**src/rtl/lcd_pkg.sv**
```systemverilog
`default_nettype none
// Shared LCD frame-store geometry, bank index type and bank base address lookup.
package lcd_pkg;

  localparam int LCD_W      = 160;
  localparam int LCD_H      = 144;
  localparam int LCD_PIXELS = LCD_W * LCD_H;
  localparam int LCD_AW     = 17;

  typedef logic [1:0] bank_t;

  localparam bank_t BANK0 = 2'd0;
  localparam bank_t BANK1 = 2'd1;
  localparam bank_t BANK2 = 2'd2;

  // Constant mux instead of idx*PIXELS; index 3 never occurs.
  function automatic logic [LCD_AW-1:0] bank_base(input bank_t idx);
    case (idx)
      BANK1:   bank_base = LCD_AW'(LCD_PIXELS);
      BANK2:   bank_base = LCD_AW'(2 * LCD_PIXELS);
      default: bank_base = '0;
    endcase
  endfunction

endpackage
`default_nettype wire

```
**src/rtl/lcd_fb_sched_if.sv**
```systemverilog
`default_nettype none
// PPU pixel stream, scan-out control and frame-store/status signals of the scheduler.
interface lcd_fb_sched_if #(
  parameter int AW = 17,
  parameter int CW = 8
);
  logic          ce_cpu;
  logic          clkena;
  logic [14:0]   data;
  logic          lcd_off;
  logic          rd_frame_start;
  logic          rd_step;
  logic          wr_en;
  logic [AW-1:0] wr_addr;
  logic [14:0]   wr_data;
  logic [AW-1:0] rd_addr;
  logic [1:0]    wr_bank;
  logic [1:0]    rd_bank;
  logic          spare_valid;
  logic          frame_done;
  logic [CW-1:0] drop_cnt;
  logic [CW-1:0] repeat_cnt;
  logic [CW-1:0] partial_cnt;

  modport master (
    output ce_cpu, clkena, data, lcd_off, rd_frame_start, rd_step,
    input  wr_en, wr_addr, wr_data, rd_addr, wr_bank, rd_bank,
    input  spare_valid, frame_done, drop_cnt, repeat_cnt, partial_cnt
  );

  modport slave (
    input  ce_cpu, clkena, data, lcd_off, rd_frame_start, rd_step,
    output wr_en, wr_addr, wr_data, rd_addr, wr_bank, rd_bank,
    output spare_valid, frame_done, drop_cnt, repeat_cnt, partial_cnt
  );
endinterface
`default_nettype wire

```
**src/rtl/lcd_fb_bank_roles.sv**
```systemverilog
`default_nettype none
// Writer/reader/spare bank role tracking; a commit resolves before a same-cycle reader swap.
module lcd_fb_bank_roles
  import lcd_pkg::*;
(
  input  wire logic  clk_sys,
  input  wire logic  reset_n,
  input  wire logic  commit,
  input  wire logic  rd_start,
  output bank_t      w_bank,
  output bank_t      r_bank,
  output bank_t      r_bank_next,
  output logic       spare_valid,
  output logic       drop,
  output logic       rep
);

  bank_t w_q, r_q, s_q;
  bank_t w_n, r_n, s_n;
  logic  sv_q, sv_n;

  always_comb begin
    w_n  = w_q;
    r_n  = r_q;
    s_n  = s_q;
    sv_n = sv_q;
    drop = 1'b0;
    rep  = 1'b0;
    if (commit) begin
      w_n  = s_q;
      s_n  = w_q;
      sv_n = 1'b1;
      drop = sv_q;
    end
    // The reader sees the spare as updated by a same-cycle commit.
    if (rd_start) begin
      if (sv_n) begin
        r_n  = s_n;
        s_n  = r_q;
        sv_n = 1'b0;
      end else begin
        rep = 1'b1;
      end
    end
  end

  always_ff @(posedge clk_sys or negedge reset_n) begin
    if (!reset_n) begin
      w_q  <= BANK0;
      r_q  <= BANK1;
      s_q  <= BANK2;
      sv_q <= 1'b0;
    end else begin
      w_q  <= w_n;
      r_q  <= r_n;
      s_q  <= s_n;
      sv_q <= sv_n;
    end
  end

  assign w_bank      = w_q;
  assign r_bank      = r_q;
  assign r_bank_next = r_n;
  assign spare_valid = sv_q;

endmodule
`default_nettype wire

```
**src/rtl/lcd_fb_sched.sv**
```systemverilog
`default_nettype none
// Triple-buffer frame-store scheduler: write/read address generation and tear-free frame hand-off.
module lcd_fb_sched
  import lcd_pkg::*;
#(
  parameter int PIXELS = LCD_PIXELS,
  parameter int AW     = LCD_AW,
  parameter int CW     = 8
) (
  input  wire logic     clk_sys,
  input  wire logic     reset_n,
  lcd_fb_sched_if.slave bus
);

  localparam int          PW       = $clog2(PIXELS + 1);
  localparam logic [PW-1:0] PTR_FULL = PW'(PIXELS);
  localparam logic [PW-1:0] PTR_LAST = PW'(PIXELS - 1);
  localparam logic [CW-1:0] CNT_MAX  = '1;

  logic [PW-1:0] wr_ptr, rd_ptr, rd_ptr_next;
  logic          lcd_off_q;
  logic          frame_end, accept, commit, discard;
  bank_t         w_bank, r_bank, r_bank_next;
  logic          spare_valid, drop, rep;

  assign frame_end = bus.lcd_off & ~lcd_off_q;
  assign accept    = bus.ce_cpu & bus.clkena & ~bus.lcd_off & (wr_ptr < PTR_FULL);
  assign commit    = frame_end & (wr_ptr == PTR_FULL);
  assign discard   = frame_end & (wr_ptr != '0) & (wr_ptr < PTR_FULL);

  lcd_fb_bank_roles u_roles (
    .clk_sys     (clk_sys),
    .reset_n     (reset_n),
    .commit      (commit),
    .rd_start    (bus.rd_frame_start),
    .w_bank      (w_bank),
    .r_bank      (r_bank),
    .r_bank_next (r_bank_next),
    .spare_valid (spare_valid),
    .drop        (drop),
    .rep         (rep)
  );

  function automatic logic [CW-1:0] sat_inc(input logic [CW-1:0] cnt, input logic en);
    sat_inc = (en && cnt != CNT_MAX) ? cnt + 1'b1 : cnt;
  endfunction

  always_comb begin
    rd_ptr_next = rd_ptr;
    if (bus.rd_frame_start)
      rd_ptr_next = '0;
    else if (bus.rd_step && rd_ptr != PTR_LAST)
      rd_ptr_next = rd_ptr + 1'b1;
  end

  always_ff @(posedge clk_sys or negedge reset_n) begin
    if (!reset_n) begin
      lcd_off_q       <= 1'b1;
      wr_ptr          <= '0;
      bus.wr_en       <= 1'b0;
      bus.wr_addr     <= '0;
      bus.wr_data     <= '0;
      bus.frame_done  <= 1'b0;
      bus.partial_cnt <= '0;
      bus.drop_cnt    <= '0;
      bus.repeat_cnt  <= '0;
    end else begin
      lcd_off_q       <= bus.lcd_off;
      bus.wr_en       <= accept;
      bus.frame_done  <= commit;
      bus.partial_cnt <= sat_inc(bus.partial_cnt, discard);
      bus.drop_cnt    <= sat_inc(bus.drop_cnt, drop);
      bus.repeat_cnt  <= sat_inc(bus.repeat_cnt, rep);
      if (accept) begin
        bus.wr_addr <= AW'(bank_base(w_bank)) + AW'(wr_ptr);
        bus.wr_data <= bus.data;
        wr_ptr      <= wr_ptr + 1'b1;
      end else if (commit || discard) begin
        wr_ptr <= '0;
      end
    end
  end

  // Read address follows the post-event bank/pointer so it lands with the swap.
  always_ff @(posedge clk_sys or negedge reset_n) begin
    if (!reset_n) begin
      rd_ptr      <= '0;
      bus.rd_addr <= AW'(PIXELS);
    end else begin
      rd_ptr      <= rd_ptr_next;
      bus.rd_addr <= AW'(bank_base(r_bank_next)) + AW'(rd_ptr_next);
    end
  end

  assign bus.wr_bank     = w_bank;
  assign bus.rd_bank     = r_bank;
  assign bus.spare_valid = spare_valid;

endmodule
`default_nettype wire

```
**src/flat_wrapper.sv**
```systemverilog
// flat-port wrapper written by rule: the top's interface ports become plain ports
module lcd_fb_sched_flat import lcd_pkg::*;
#(
  parameter int PIXELS = LCD_PIXELS,
  parameter int AW     = LCD_AW,
  parameter int CW     = 8
)
  (clk_sys, reset_n, bus_ce_cpu, bus_clkena, bus_data, bus_lcd_off, bus_rd_frame_start, bus_rd_step, bus_wr_en, bus_wr_addr, bus_wr_data, bus_rd_addr, bus_wr_bank, bus_rd_bank, bus_spare_valid, bus_frame_done, bus_drop_cnt, bus_repeat_cnt, bus_partial_cnt);
  lcd_fb_sched_if #(.AW(AW), .CW(CW)) bus_i ();
  input  wire logic clk_sys;
  input  wire logic reset_n;
  input wire logic [$bits(bus_i.ce_cpu)-1:0] bus_ce_cpu;
  input wire logic [$bits(bus_i.clkena)-1:0] bus_clkena;
  input wire logic [$bits(bus_i.data)-1:0] bus_data;
  input wire logic [$bits(bus_i.lcd_off)-1:0] bus_lcd_off;
  input wire logic [$bits(bus_i.rd_frame_start)-1:0] bus_rd_frame_start;
  input wire logic [$bits(bus_i.rd_step)-1:0] bus_rd_step;
  output wire logic [$bits(bus_i.wr_en)-1:0] bus_wr_en;
  output wire logic [$bits(bus_i.wr_addr)-1:0] bus_wr_addr;
  output wire logic [$bits(bus_i.wr_data)-1:0] bus_wr_data;
  output wire logic [$bits(bus_i.rd_addr)-1:0] bus_rd_addr;
  output wire logic [$bits(bus_i.wr_bank)-1:0] bus_wr_bank;
  output wire logic [$bits(bus_i.rd_bank)-1:0] bus_rd_bank;
  output wire logic [$bits(bus_i.spare_valid)-1:0] bus_spare_valid;
  output wire logic [$bits(bus_i.frame_done)-1:0] bus_frame_done;
  output wire logic [$bits(bus_i.drop_cnt)-1:0] bus_drop_cnt;
  output wire logic [$bits(bus_i.repeat_cnt)-1:0] bus_repeat_cnt;
  output wire logic [$bits(bus_i.partial_cnt)-1:0] bus_partial_cnt;
  assign bus_i.ce_cpu = bus_ce_cpu;
  assign bus_i.clkena = bus_clkena;
  assign bus_i.data = bus_data;
  assign bus_i.lcd_off = bus_lcd_off;
  assign bus_i.rd_frame_start = bus_rd_frame_start;
  assign bus_i.rd_step = bus_rd_step;
  assign bus_wr_en = bus_i.wr_en;
  assign bus_wr_addr = bus_i.wr_addr;
  assign bus_wr_data = bus_i.wr_data;
  assign bus_rd_addr = bus_i.rd_addr;
  assign bus_wr_bank = bus_i.wr_bank;
  assign bus_rd_bank = bus_i.rd_bank;
  assign bus_spare_valid = bus_i.spare_valid;
  assign bus_frame_done = bus_i.frame_done;
  assign bus_drop_cnt = bus_i.drop_cnt;
  assign bus_repeat_cnt = bus_i.repeat_cnt;
  assign bus_partial_cnt = bus_i.partial_cnt;
  lcd_fb_sched #(.PIXELS(PIXELS), .AW(AW), .CW(CW)) u_core (.clk_sys(clk_sys), .reset_n(reset_n), .bus(bus_i));
endmodule
```
**config.mk**
```make
export PLATFORM = sky130hd
export DESIGN_NAME = lcd_fb_sched_flat
export DESIGN_NICKNAME = d
export VERILOG_FILES = /design/src/rtl/lcd_pkg.sv /design/src/rtl/lcd_fb_sched_if.sv /design/src/rtl/lcd_fb_bank_roles.sv /design/src/rtl/lcd_fb_sched.sv /design/src/flat_wrapper.sv
export SDC_FILE = /design/constraint.sdc
export NUM_CORES = 1
export LEC_CHECK = 0
export ABC_AREA = 1
export ABC_CLOCK_PERIOD_IN_PS = 2900
export BUFFER_PORTS_ARGS = -buffer_cell sky130_fd_sc_hd__buf_2
export CAP_MARGIN = 20
export CORE_MARGIN = 2
export CORE_UTILIZATION = 50
export DETAILED_ROUTE_END_ITERATION = 8
export PLACE_DENSITY = 0.76
export SLEW_MARGIN = 20
export SYNTH_ARGS = -nofsm -noshare
export SYNTH_HDL_FRONTEND = slang
export SYNTH_HIERARCHICAL = 1
export SYNTH_SLANG_ARGS = --single-unit
```
**constraint.sdc**
```tcl
create_clock -name clk_sys -period 2.9 [get_ports clk_sys]
set_clock_uncertainty 0.2 [all_clocks]
set_input_delay 0.145 -clock clk_sys [delete_from_list [all_inputs] [get_ports clk_sys]]
set_output_delay 0.145 -clock clk_sys [all_outputs]
set_load 0.02 [all_outputs]
```
After elaboration in Yosys (flattened, before gate mapping)
Index checks and enable logic that the tools add are counted.
{"block": "word_totals", "mem_bits_rw": 0, "latch_bits": 0, "mem_count": 0, "in_bits": 22, "romBits": 0, "output_inout_bits": 80, "regBits": 113, "word_cells": 65}
{"block": "op_classes", "n_div": 0, "add_sub_neg": 7, "shifts": 0, "bitwise": 9, "mux": 17, "n_eq_ne": 9, "order_cmp": 1, "mul": 0, "n_reduce_logical": 7}
{"op": "16-bit case mux with 2 select lines", "n": 2}
{"op": "15-bit 2-to-1 mux", "n": 4}
{"op": "15-bit by 1-bit adder with 15-bit output (second input constant)", "n": 2}
{"op": "8-bit by 1-bit adder with 8-bit output (second input constant)", "n": 3}
{"op": "8-bit inequality test (second input constant)", "n": 3}
{"op": "16-bit by 15-bit adder with 17-bit output", "n": 1}
{"op": "17-bit by 15-bit adder with 17-bit output", "n": 1}
{"op": "17-bit 2-to-1 mux", "n": 1}
{"op": "15-bit equality test (second input constant)", "n": 1}
{"op": "15-bit less-than comparator (second input constant)", "n": 1}
{"op": "15-bit inequality test (second input constant)", "n": 1}
{"op": "15-bit nonzero test", "n": 1}
{"op": "2-bit 2-to-1 mux", "n": 5}
{"op": "1-bit AND", "n": 7}
{"op": "1-bit 2-to-1 mux", "n": 5}
{"op": "2-bit by 1-bit equality test with 1-bit output (second input constant)", "n": 2}
{"op": "2-bit equality test (second input constant)", "n": 2}
{"op": "1-bit logical AND", "n": 4}
{"op": "1-bit inverter", "n": 2}
{"op": "2-bit nonzero test", "n": 1}
{"op": "1-bit logical OR", "n": 1}

Longest topological paths before layout
{"block": "logic_depth", "ltp_word": 9, "ltp_mapped": 20, "depth_no_buf": 19}

Hierarchy
Netlist, hierarchy kept.
{"mod": "lcd_fb_sched", "seq_area_each_um2": 2433.6, "cells_per_inst": 673, "area_per_inst_um2": 5383.9, "instances": 1}
{"mod": "lcd_fb_bank_roles", "seq_area_each_um2": 177.7, "cells_per_inst": 43, "area_per_inst_um2": 327.8, "instances": 1}

Worst setup path before layout
OpenSTA, ideal clock, no wires.
{"block": "synth_path", "path_kind": "reg-to-reg", "start": "register u_core.wr_ptr[0]", "end": "register u_core.bus.rd_addr[16]", "required_time_ps": 2582, "stages_incl_launch_ff": 19, "synth_period_minus_slack_ps": 2978, "arrival_ps": 2660, "path_slack_ps": -78, "n_path_buf": 1, "setup_ps": 118, "cell_sequence": "dfrtp_1 > inv_1 > ha_1 > nand3_1 > nor3_1 > buf_6 > nor2_1 > nor2_1 > nand2_1 > nand2_1 > inv_1 > ha_1 > ha_1 > a21oi_1 > nand2_1 > a21boi_0 > nor2_1 > nor2_1 > nor2_1"}
{"block": "synth_between", "elab_chain_cells": 8, "word_cells_on_any_way": 10, "classes_between": "1 x add/sub; 3 x eq/ne; 5 x mux; 1 x bitwise"}
{"element": "start, declared", "line": "lcd_fb_sched.sv:20", "rtl": "logic [PW-1:0] wr_ptr, rd_ptr, rd_ptr_next;"}
{"element": "start signal, assigned", "line": "lcd_fb_sched.sv:77", "rtl": "wr_ptr <= wr_ptr + 1'b1;"}
{"element": "15-bit equality test (*)", "line": "lcd_fb_sched.sv:28", "rtl": "assign commit = frame_end & (wr_ptr == PTR_FULL);"}
{"element": "1-bit AND (*)", "line": "lcd_fb_sched.sv:28"}
{"element": "named net u_core.commit", "line": "lcd_fb_sched.sv:22", "rtl": "logic frame_end, accept, commit, discard;"}
{"element": "2-bit 2-to-1 mux or 1-bit 2-to-1 mux (tied branches)", "line": "lcd_fb_bank_roles.sv:29", "rtl": "if (commit) begin"}
{"element": "2-bit 2-to-1 mux (*)", "line": "lcd_fb_bank_roles.sv:37", "rtl": "if (sv_n) begin"}
{"element": "2-bit 2-to-1 mux (*)", "line": "lcd_fb_bank_roles.sv:36", "rtl": "if (rd_start) begin"}
{"element": "named net u_core.r_bank_next[1]", "line": "lcd_fb_sched.sv:23", "rtl": "bank_t w_bank, r_bank, r_bank_next;"}
{"element": "2-bit equality test or 2-bit by 1-bit equality test with 1-bit output (tied branches)", "line": "lcd_pkg.sv:18", "rtl": "case (idx)"}
{"element": "16-bit case mux with 2 select lines (*)", "line": "lcd_pkg.sv:18"}
{"element": "16-bit by 15-bit adder with 17-bit output (*)", "line": "lcd_fb_sched.sv:91", "rtl": "bus.rd_addr <= AW'(bank_base(r_bank_next)) + AW'(rd_ptr_next);"}
{"element": "end signal, assigned", "line": "lcd_fb_sched.sv:88", "rtl": "bus.rd_addr <= AW'(PIXELS);"}
{"element": "end signal, assigned", "line": "lcd_fb_sched.sv:91"}
{"element": "end, declared", "line": "lcd_fb_sched_if.sv:33", "rtl": "output wr_en, wr_addr, wr_data, rd_addr, wr_bank, rd_bank,"}
Mark *: on every way through the listed nets, which the timed path passes. The rest lies on a longest branch.
A chain may end at the register's enable or synchronous reset.

Worst setup path in the final report
{"block": "layout_path", "start": "register u_core.wr_ptr[1]", "end": "register u_core.bus.rd_addr[15]"}
Same word-level chain as after synthesis.

==> impl_metrics.yaml <==
floorplanning:
  die_width_um: 111
  io_pins: 102
  start_util: 0.507
  fp.dieH_um: 111
  core_area_um2: 11300
  die_area_um2: 12300
  floorplan.rows: 39
grt:
  grt_max_degree: 73
  grt_pass1_vias: 4864
  grt_pass1_wl_mm: 22.9
  track_usage: 0.227
  grt.overflow.total: 0
  antenna_found_initial: 0
logic_synthesis:
  synth-simple-area-share: 0.296
  netlist_instances: 716
  ys_seq_area_frac: 0.457
  synth_area_um2: 5710
  synthMuxAreaShare: 0
  ys_ff_latch: 104
  synth_xor_xnor_area_share: 0.0460
  synth_edf_count: 0
  synth_most_common_cell: "nand2_1"
  yosysTopAreaCell: "dfrtp_1"
  synth.top_cell.area_share: 0.425
  yosys-top-cells-count: "nand2_1, dfrtp_1, inv_1"
  synthAdderAreaFrac: 0.0552
  synth_top_family_by_area: "simple AND/OR/NAND/NOR gates"
  syn-num-nets: 762
  ys_types: 38
  synthTopCellsByArea: "dfrtp_1, nand2_1, ha_1"
  ys_async_sr_fraction: 1.00
  yosysWarnings: 6
  synth_ff_type: "dfrtp_1"
  postSynthAreaPerCell_um2: 7.98
  synth-compound-area-share: 0.0673
clock_network:
  cts_root_buf: "clkbuf_16"
  cts_tree: "yes"
  cts_max_level: 3
  cts.sinks: 104
  clock_latency_ns: 0.35
  cts.path.max_buffers: 2
  cts_buffers: 9
  clkTransAtPathRegs_ns: 0.07
final_layout:
  finalNonFillerCells: 1022
  multi_input_area_um2: 2850
  nNetsFinal: 920
  regArea_um2: 2610
  antenna_cells: 0
  nFillCells: 937
  area_growth_pct: 28.0
  final_layout_size_suffix_gt1_frac: 0.264
placed_design:
  pre_cts_slack_ns: -0.128
  dp_hpwl_mm: 9.22
  globalplace.congestion: 0.875
  dp_cells: 977
  io_buffers: 101
worst_setup_path:
  worstSetupPathType: "flop to flop"
  cp_data_required_time_ns: 2.97
  crit_arrival_ns: 3.02
  endpoint_kind: "flop"
  setup.reg_to_reg.worst_slack_ns: -0.06
  ff2ff_path_depth: 17
  r2r_start: "u_core/wr_ptr[1]"
  r2r_end: "u_core/bus.rd_addr[15]"
  crit_path_max_fanout: 6
  startpoint: "u_core/wr_ptr[1]"
  worst_setup_path_start_kind: "flop"
power_and_ir_drop:
  power_density_nw_per_um2: 512
  p_leak_nw: 3.83
  ir_worst_vdd_mv: 0.394
timing:
  tightest_slew_ns: 0.917
  hold_violations: 0
  period_needed_ns: 2.96
  finalMaxSlewViolations: 0
  setup_viol: 1
  rsz0062_at_grt: "yes"
  max_freq_mhz: 338
  holdWs_ns: 0.0220
  setup_ws_ns: -0.0566
  max_slew_margin: 0.389
  fin_crit_sh: 1.02
min_path:
  hold-path-cell-count: 5
  hold_class: "input port to flop"
  min_to: "u_core/rd_ptr[8]"
  holdCritStartpoint: "bus_rd_step"
detailed_routing:
  post-route-drc-count: 0
  first_pass_iters: 8
  vias_per_cell: 5.14
  routed-via-count: 5257
  routed_wl_mm: 14.1
  antenna_left: 0
  wire_per_inst_um: 13.8
  first_iter_violations: 337
run_status:
  violations: "negative setup slack"
  status: "finished, violations left"
job:
  maxCapViolCount: 0
-- cells in the final DEF, fill, tap and decap left out, types with 2 or more instances in the layout --
cell type,instances
a21boi_2,2
nand2_1,238
inv_4,2
buf_4,48
buf_2,100
o21ai_1,8
nand3_2,3
a21oi_1,11
inv_6,2
inv_1,64
ha_4,7
nand2_4,4
a21o_1,2
nor2_4,5
dlygate4sd3_1,20
nand3b_1,2
a21oi_2,2
nor2_1,50
dfrtp_1,97
nor3_1,5
xnor2_1,15
o21ai_2,2
nor2_2,4
buf_6,2
inv_2,8
ha_1,15
clkbuf_16,9
clkbuf_8,3
o21ai_4,2
dfstp_2,7
nand3_1,43
nand4_1,26
xor2_1,15
nand2_2,10
o21ai_0,32
-- metrics by stage --
stage	power, W	util	cell area, um^2	setup TNS [ns]
2_1_floorplan	0.00220	-	5720	0
3_3_place_gp	0.00244	0.580	6540	-0.00463
3_5_place_dp	0.00246	0.580	6540	-0.273
4_1_cts	0.00372	0.632	7120	0
5_1_grt	0.00395	0.649	7310	-0.795
6_report	0.00374	0.649	7310	-0.0566
-- worst max-delay path, stage by stage, from the launching register on --
cell and delay, ns:
dfrtp_1 0.39, inv_2 0.08, ha_4 0.15, nand3_4 0.09, nor3_4 0.20, buf_6 0.17, nand2_1 0.07, nand2_1 0.14
nand2_2 0.09, nand2_4 0.10, ha_4 0.18, ha_4 0.14, inv_2 0.04, fa_2 0.40, inv_2 0.08, nand4_1 0.07
nand3_1 0.10, xor2_1 0.17
-- repair_timing --
item	4_1_cts	5_1_grt
hold endpoints to repair	85	0
hold buffers	20	0
resized for setup	13	36
endpoints found under the setup margin	5	7
pin swaps	6	18
setup buffers	3	6
-- logic make-up (layout without fill, tap and decap cells) --
logic type               Yosys count  count (layout)
AO/OA/AOI/OAI                     65              65
XOR/XNOR                          30              30
adder cells (fa/ha/maj)           24              24
buffers and inverters             98             261
flip-flops                       104             104
AND/OR/NAND/NOR                  395             395
-- sequential cells by signal, summed over array words and instances, names as in the netlist --
register,cells
u_core/bus.wr_addr,17
u_core/bus.wr_data,15
u_core/rd_ptr,15
u_core/wr_ptr,15
u_core/bus.drop_cnt,8
u_core/bus.partial_cnt,8
u_core/bus.rd_addr,8
u_core/bus.repeat_cnt,8
u_core/u_roles/r_bank,2
u_core/u_roles/s_q,2
u_core/u_roles/w_bank,2
u_core/bus.frame_done,1
u_core/bus.wr_en,1
u_core/lcd_off_q,1
u_core/u_roles/spare_valid,1
-- final cells by class --
type,count,area share
multi-input cells,514,0.390
flip-flops and latches,104,0.357
repair buffers,170,0.148
inverters,75,0.0393
clock buffers,12,0.0364
well taps,143,0.0245
clock inverters,4,0.00462
-- layer usage --
metal  part of all wire  GRT usage  routed length [um]  up-vias
met5                  0          0                   0        -
met4              0.027     0.0833                 374        0
met3              0.046     0.0443                 654       33
met2               0.50      0.391                7090      146
met1               0.42      0.284                5970     2484
li1                   -          -                   -     2594
-- how the worst max path moves through the flow --
stage | end | slack [ns] | depth (start not counted)
5_1_grt | u_core/bus.rd_addr[15] | -0.24 | 17
4_1_cts | u_core/bus.rd_addr[15] | 0.01 | 17
2_1_floorplan | u_core/bus.rd_addr[16] | 0.04 | 18
3_5_place_dp | u_core/bus.rd_addr[15] | -0.13 | 17
3_3_place_gp | u_core/bus.rd_addr[15] | -0.005 | 17
6_report | u_core/bus.rd_addr[15] | -0.06 | 17
-- power by group --
part / switching [W] / internal, W
sequential: 0.000114 / 0.00158
combinational: 0.000508 / 0.000322
clock: 0.000555 / 0.000661
total: 0.00118 / 0.00257
Note: power is estimated with default switching activity, not from simulation.
